`src/rtl/id_ctrl_blk_seq.sv`:
```
// id_ctrl_blk_seq: registered ID-stage control unit for the ARM-subset pipeline.
// Decodes opcode/mode/S into the EXE command and the MEM/WB/branch/S enables.
// For LDM/STM it issues one memory micro-op per register-list bit, lowest bit
// first, with a byte offset that steps by 4. The unit also honours hold and flush.
module id_ctrl_blk_seq #(
  parameter int REG_CNT = 16,
  parameter int RIDX_W  = 4,
  parameter int OFF_W   = 6
) (
  input  logic               clk,
  input  logic               rst,
  input  logic               in_valid,
  output logic               ready,
  input  logic               s_in,
  input  logic [1:0]         mode,
  input  logic [3:0]         opcode,
  input  logic               multi,
  input  logic [REG_CNT-1:0] reg_list,
  input  logic               hold,
  input  logic               flush,
  output logic               out_valid,
  output logic [3:0]         exe_cmd,
  output logic               mem_w_en,
  output logic               mem_r_en,
  output logic               wb_en,
  output logic               branch,
  output logic               s_out,
  output logic [RIDX_W-1:0]  uop_rd,
  output logic [OFF_W-1:0]   uop_off
);

  localparam int CNT_W = $clog2(REG_CNT + 1);

  typedef enum logic {IDLE, SEQ} state_t;

  state_t               state_q, state_d;
  logic [REG_CNT-1:0]   mask_q, mask_d;
  logic [CNT_W-1:0]     cnt_q, cnt_d;
  logic                 ld_q, ld_d;
  logic                 vld_q, vld_d;
  logic [3:0]           cmd_q, cmd_d;
  logic                 mw_q, mw_d;
  logic                 mr_q, mr_d;
  logic                 wb_q, wb_d;
  logic                 br_q, br_d;
  logic                 s_q, s_d;
  logic [RIDX_W-1:0]    rd_q, rd_d;
  logic [OFF_W-1:0]     off_q, off_d;

  // ALU command decode; every mode uses the same table
  function automatic logic [3:0] exe_cmd_f(input logic [3:0] op);
    case (op)
      4'b1101: exe_cmd_f = 4'b0001;
      4'b1111: exe_cmd_f = 4'b1001;
      4'b0100: exe_cmd_f = 4'b0010;
      4'b0101: exe_cmd_f = 4'b0011;
      4'b0010: exe_cmd_f = 4'b0100;
      4'b0110: exe_cmd_f = 4'b0101;
      4'b0000: exe_cmd_f = 4'b0110;
      4'b1100: exe_cmd_f = 4'b0111;
      4'b0001: exe_cmd_f = 4'b1000;
      4'b1010: exe_cmd_f = 4'b0100;
      4'b1000: exe_cmd_f = 4'b0110;
      default: exe_cmd_f = 4'b0001;
    endcase
  endfunction

  // Index of the lowest set bit; 0 for an empty mask
  function automatic logic [RIDX_W-1:0] lowest_f(input logic [REG_CNT-1:0] m);
    lowest_f = '0;
    for (int i = REG_CNT - 1; i >= 0; i--) begin
      if (m[i]) lowest_f = RIDX_W'(i);
    end
  endfunction

  assign ready     = ~hold & (state_q == IDLE);
  assign out_valid = vld_q;
  assign exe_cmd   = cmd_q;
  assign mem_w_en  = mw_q;
  assign mem_r_en  = mr_q;
  assign wb_en     = wb_q;
  assign branch    = br_q;
  assign s_out     = s_q;
  assign uop_rd    = rd_q;
  assign uop_off   = off_q;

  // Next-state and next-output selection: flush > hold > SEQ issue > accept
  always_comb begin
    state_d = state_q;
    mask_d  = mask_q;
    cnt_d   = cnt_q;
    ld_d    = ld_q;
    vld_d   = 1'b0;
    cmd_d   = '0;
    mw_d    = 1'b0;
    mr_d    = 1'b0;
    wb_d    = 1'b0;
    br_d    = 1'b0;
    s_d     = 1'b0;
    rd_d    = '0;
    off_d   = '0;
    if (flush) begin
      state_d = IDLE;
      mask_d  = '0;
      cnt_d   = '0;
    end else if (hold) begin
      vld_d = vld_q;
      cmd_d = cmd_q;
      mw_d  = mw_q;
      mr_d  = mr_q;
      wb_d  = wb_q;
      br_d  = br_q;
      s_d   = s_q;
      rd_d  = rd_q;
      off_d = off_q;
    end else if (state_q == SEQ) begin
      vld_d  = 1'b1;
      cmd_d  = 4'b0010;
      mr_d   = ld_q;
      wb_d   = ld_q;
      mw_d   = ~ld_q;
      rd_d   = lowest_f(mask_q);
      off_d  = OFF_W'({cnt_q, 2'b00});
      mask_d = mask_q & (mask_q - REG_CNT'(1));
      cnt_d  = cnt_q + CNT_W'(1);
      if (mask_d == '0) state_d = IDLE;
    end else if (in_valid) begin
      if (mode == 2'b01 && multi) begin
        if (reg_list != '0) begin
          vld_d  = 1'b1;
          cmd_d  = 4'b0010;
          mr_d   = s_in;
          wb_d   = s_in;
          mw_d   = ~s_in;
          rd_d   = lowest_f(reg_list);
          mask_d = reg_list & (reg_list - REG_CNT'(1));
          cnt_d  = CNT_W'(1);
          ld_d   = s_in;
          if (mask_d != '0) state_d = SEQ;
        end
      end else begin
        vld_d = 1'b1;
        cmd_d = exe_cmd_f(opcode);
        case (mode)
          2'b00: begin
            s_d  = s_in;
            wb_d = ~(opcode == 4'b1010 || opcode == 4'b1000);
          end
          2'b01: begin
            wb_d = s_in;
            mr_d = s_in;
            mw_d = ~s_in;
          end
          2'b10:   br_d = 1'b1;
          default: ;
        endcase
      end
    end
  end

  // State and output registers
  always_ff @(posedge clk) begin
    if (rst) begin
      state_q <= IDLE;
      mask_q  <= '0;
      cnt_q   <= '0;
      ld_q    <= 1'b0;
      vld_q   <= 1'b0;
      cmd_q   <= '0;
      mw_q    <= 1'b0;
      mr_q    <= 1'b0;
      wb_q    <= 1'b0;
      br_q    <= 1'b0;
      s_q     <= 1'b0;
      rd_q    <= '0;
      off_q   <= '0;
    end else begin
      state_q <= state_d;
      mask_q  <= mask_d;
      cnt_q   <= cnt_d;
      ld_q    <= ld_d;
      vld_q   <= vld_d;
      cmd_q   <= cmd_d;
      mw_q    <= mw_d;
      mr_q    <= mr_d;
      wb_q    <= wb_d;
      br_q    <= br_d;
      s_q     <= s_d;
      rd_q    <= rd_d;
      off_q   <= off_d;
    end
  end

endmodule

```
`config.mk`:
```
export PLATFORM = sky130hd
export DESIGN_NAME = id_ctrl_blk_seq
export DESIGN_NICKNAME = d
export VERILOG_FILES = /design/src/rtl/id_ctrl_blk_seq.sv
export SDC_FILE = /design/constraint.sdc
export NUM_CORES = 1
export LEC_CHECK = 0
export ABC_CLOCK_PERIOD_IN_PS = 6090
export CAP_MARGIN = 25
export CORE_UTILIZATION = 30
export DETAILED_ROUTE_END_ITERATION = 10
export HOLD_SLACK_MARGIN = 0.02
export PLACE_DENSITY = 0.47
export SYNTH_ARGS = -nofsm -noshare
export SYNTH_HDL_FRONTEND = slang
export SYNTH_SLANG_ARGS = --single-unit
```
`constraint.sdc`:
```
create_clock -name clk -period 6.09 [get_ports clk]
set_clock_uncertainty 0.15 [all_clocks]
set_input_delay 0.9135 -clock clk [delete_from_list [all_inputs] [get_ports clk]]
set_output_delay 0.9135 -clock clk [all_outputs]
set_load 0.01 [all_outputs]
```
* Word-level counts from Yosys, hierarchy flattened
Memories as Yosys holds them, arrays and structs flattened.
Cells that the tools add are included.
** Storage, ports and cells
- Logic and storage cells :: 123
- Memories kept :: 1
- Output and inout port bits :: 21
- Register bits after elaboration :: 43
- Bits in read-only memories :: 64
- Input bits :: 29
** Operators by class
- $add $sub $neg :: 3
- Equality and inequality tests :: 4
- Reduce and logical (&&, ||, !) cells :: 12
- Bitwise gates (word level) :: 9
- Mux-type cells :: 81
** Memories
- (name not given) :: depth 16, width 4, rd ports 1, clocked after Yosys merged registers in 0, wr ports 0, line 52 : case (op)
** Operator list (number)
- $mux W4 :: 39
- $mux W16 :: 4
- $and A16 B16 Y16 :: 2
- $reduce_bool A16 Y1 :: 2
- $sub A16 B1 Y16 const B :: 2
- $mux W1 :: 31
- $mux W5 :: 4
- $logic_not A16 Y1 :: 1
- $eq A4 B4 Y1 const B :: 2
- $mux W6 :: 1
- $not A1 Y1 :: 6
- $reduce_and A6 Y1 :: 1
- $reduce_bool A2 Y1 :: 3
- $add A5 B1 Y5 const B :: 1
- $reduce_and A4 Y1 :: 1
- $eq A2 B1 Y1 const B :: 1
- $eq A2 B2 Y1 const B :: 1
- $logic_not A2 Y1 :: 1
- $mux W2 :: 1
- $pmux W1 S2 :: 1
- $reduce_or A2 Y1 :: 1
- $and A1 B1 Y1 :: 1
- $logic_and A1 B1 Y1 :: 1
- $logic_or A1 B1 Y1 :: 1

* Logic depth before layout (Yosys ltp)
- Depth in word-level cells :: 20
- Depth in mapped cells :: 8
- Depth with buffers taken out :: 6

* Worst setup path before layout
OpenSTA, ideal clock, no wires.
- Kind :: input -> register
- Start :: in reg_list[12]
- End :: reg mask_q[2]
- Path slack :: 3620 ps
- Arrival time :: 2246 ps
- Buffers on the path :: 2
- Cell stages on the path :: 8
- Required time :: 5866 ps
- Cell sequence :: buf_2 > nor4_1 > nand2_1 > o211ai_4 > a21o_4 > buf_6 > a21oi_1 > o22ai_2
** Between the ends
- Cells in the longest elaborated chain, start to end :: 3
** Ends and longest elaborated chain
- start, declared :: line 18 : input logic [REG_CNT-1:0] reg_list,
- $reduce_bool A16 Y1 :: line 129 : if (reg_list != '0) begin
- $reduce_bool A2 Y1 (no line)
- $reduce_and A4 Y1 (no line)
- end signal, assigned :: line 179 : mask_q <= mask_d;
- end, declared :: line 37 : logic [REG_CNT-1:0] mask_q, mask_d;
No other way between the ends.
A chain may end at the register's enable or synchronous reset.

* Final worst setup path
- Start :: in hold
- End :: out ready
** Between the ends
- Cells in the longest elaborated chain, start to end :: 2
** Ends and longest elaborated chain
- start, declared :: line 19 : input logic hold,
- $not A1 Y1 (no line)
- $and A1 B1 Y1 :: line 76 : assign ready = ~hold & (state_q == IDLE);
- end, declared :: line 13 : output logic ready,
No other way between the ends.

==> flow_summary.yaml <==
detailed_routing:
  drtIter0Drc: 137
  wl_per_cell_um: 16.2
  vias: 2688
  dr.pass1.iters: 4
  antenna_left: 0
  finalWirelength_um: 7860
  drcViolationCount: 0
  vias_per_cell: 5.55
critical_path:
  arrival_ns: 2.38
  required_ns: 5.03
  startpoint_type: "primary input"
  path_max_fanout: 36
  crit_type: "in -> out"
  cp-end-kind: "output pin"
cts:
  clock_sinks: 39
  ctsHoldBuffers: 0
  cts_made_buffers: 5
  insertion_delay_ns: 0.30
  path_clk_slew_ns: 0.07
  h-tree-depth: 2
  post-cts-setup-buffers: 0
  cts_tree: "done"
  cts-root-buf: "clkbuf_8"
  clock_path_buffers: 2
  post_cts_resize_count: 0
die:
  die_y_um: 94.7
  fp.dieArea_um2: 8970
  dieWidth_um: 94.7
  row_count: 33
  start_util: 0.312
  core_area_um2: 8260
  io_pins: 50
run:
  cap_violations: 0
outcome:
  status: "finished clean"
sta:
  setup_viol: 0
  relSlewSlack: 0.517
  final.period_utilization: 0.565
  finalHoldViolCount: 0
  finalSetupTns_ns: 0
  fmaxAchievable_mhz: 291
  drv_slew: 0
  min_period_ns: 3.44
  worstMarginPinSlew_ns: 0.725
  setup_ws_ns: 2.65
  hold_slack_ns: 0.314
  rsz0062_at_grt: "false"
logic_synthesis:
  ys.flop_type: "dfxtp_1"
  ys.warnings.count: 0
  syn_area_um2: 2580
  synth_edf_count: 0
  synth_cells: 339
  yosys-top-cells-area: "dfxtp_1 (30%), a21oi_1 (7.4%), nor2_1 (6.8%), nand2_1 (5.0%), o21ai_0 (3.7%)"
  yosys.area.top_type_share: 0.303
  synth_cell_types: 65
  syn_area_per_cell_um2: 7.60
  synthArstFlopShare: 0
  ys_seq_elements: 39
  seq_area_frac_synth: 0.303
  synth.largest_area_cell: "dfxtp_1"
global_routing:
  grt_max_degree: 37
  grt_overflow_total: 0
  antenna_found_initial: 0
  grt_pass1_vias: 2529
  grt_pass1_wl_um: 12800
  grt_usage: 0.185
pwr:
  leakagePower_nw: 1.07
  ir_drop_uv: 78.1
  powerDensity_nw_per_um2: 163
placed_design:
  hpwlAfterDp_um: 5800
  place_congestion: 0.879
  post-place-ws_ns: 2.66
  port_buffers: 47
worst_hold_path:
  hold_path_class: "reg -> reg"
final_layout:
  drive_gt1_frac: 0.0792
  mostFrequentLayoutCells: "nor2_1 (47), clkdlybuf4s50_1 (47), dfxtp_1 (39)"
  fill_cells: 889
  fin_nets: 408
  antenna_cells: 0
  area_delta_synth_final_pct: 23.8
==> state kept, by name, summed over array words and instances (netlist names), 4 cells and up <==
| register | cells |
|---|---|
| uop_rd | 4 |
| cnt_q | 4 |
| mask_q | 15 |
| exe_cmd | 4 |
| uop_off | 4 |
==> final timing paths <==
kind,from,slack [ns],depth (start not counted),end
setup / recovery,hold,2.65,4,ready
hold / removal,mem_w_en,0.31,2,mem_w_en
setup reg to reg,state_q,3.80,5,mask_q[3]
hold reg to reg,mem_w_en,0.31,2,mem_w_en
==> per-stage QoR <==
stage / cell area [µm²] / cells / power [mW] / util
2_1_floorplan: 2580 / 340 / 0.307 / -
3_3_place_gp: 3110 / 476 / 0.350 / 0.376
3_5_place_dp: 3110 / 476 / 0.350 / 0.376
4_1_cts: 3190 / 484 / 0.526 / 0.387
5_1_grt: 3190 / 484 / 0.547 / 0.387
6_report: 3190 / 484 / 0.520 / 0.387
==> report_power, final <==
| group | switching [mW] | leakage (nW) | internal, mW |
|---|---|---|---|
| logic | 0.0482 | 0.711 | 0.0367 |
| clock network | 0.0963 | 0.0412 | 0.0802 |
| registers | 0.00194 | 0.315 | 0.257 |
| total | 0.146 | 1.07 | 0.374 |
==> synth_stat cells, types with 2 or more instances <==
| cell | instances |
|---|---|
| nor4_1 | 5 |
| dfxtp_1 | 39 |
| o2111ai_1 | 3 |
| o32ai_1 | 2 |
| buf_4 | 2 |
| nand2_1 | 34 |
| buf_1 | 2 |
| clkbuf_1 | 9 |
| or3_1 | 6 |
| o31ai_1 | 5 |
| o22ai_1 | 2 |
| nor3_1 | 13 |
| nor4_4 | 3 |
| a21oi_1 | 38 |
| and4bb_1 | 2 |
| nand2b_1 | 6 |
| maj3_1 | 2 |
| a221oi_1 | 4 |
| o211ai_1 | 5 |
| a21boi_0 | 2 |
| and2_1 | 3 |
| nor4_2 | 2 |
| nor4b_1 | 2 |
| o311ai_0 | 2 |
| o21a_1 | 2 |
| nand4_1 | 3 |
| a22oi_1 | 3 |
| or2_2 | 3 |
| buf_6 | 2 |
| nor2_1 | 47 |
| o21ai_0 | 19 |
| inv_1 | 13 |
| mux2i_1 | 3 |
| a32oi_1 | 4 |
| nand3_1 | 6 |
| o21bai_1 | 3 |
| nor2b_1 | 3 |
| buf_2 | 4 |
| o21ai_1 | 5 |
==> worst max-delay path, cell delays in order <==
cell and delay, ns:
clkdlybuf4s50_1 0.45, buf_4 0.35, nor2_1 0.14, clkdlybuf4s50_1 0.50
==> per-layer routing <==
| metal | GRT usage | part of all wire | up-vias |
|---|---|---|---|
| met4 | 0.0467 | 0.011 | 0 |
| met1 | 0.258 | 0.51 | 1273 |
| li1 | - | - | 1336 |
| met5 | 0 | 0 | - |
| met2 | 0.297 | 0.44 | 70 |
| met3 | 0.0298 | 0.041 | 9 |
==> layout make-up <==
| cell class | instances | area (µm²) | share of cell area |
|---|---|---|---|
| repair buffers | 50 | 493 | 0.154 |
| clock inverters | 2 | 12.5 | 0.00392 |
| flip-flops and latches | 39 | 781 | 0.245 |
| clock buffers | 6 | 72.6 | 0.0227 |
| inverters | 13 | 48.8 | 0.0153 |
| well taps | 105 | 131 | 0.0412 |
| multi-input cells | 269 | 1650 | 0.518 |
==> cell families after synthesis <==
| family | count (synthesis) | synth area share |
|---|---|---|
| other | 1 | 0.00145 |
| buffers and inverters | 32 | 0.0573 |
| AO/OA/AOI/OAI | 113 | 0.298 |
| multiplexers | 3 | 0.0117 |
| AND/OR/NAND/NOR | 147 | 0.312 |
| flip-flops | 39 | 0.303 |
| adder cells (fa/ha/maj) | 4 | 0.0170 |
Power figures use the tool's default switching activity.
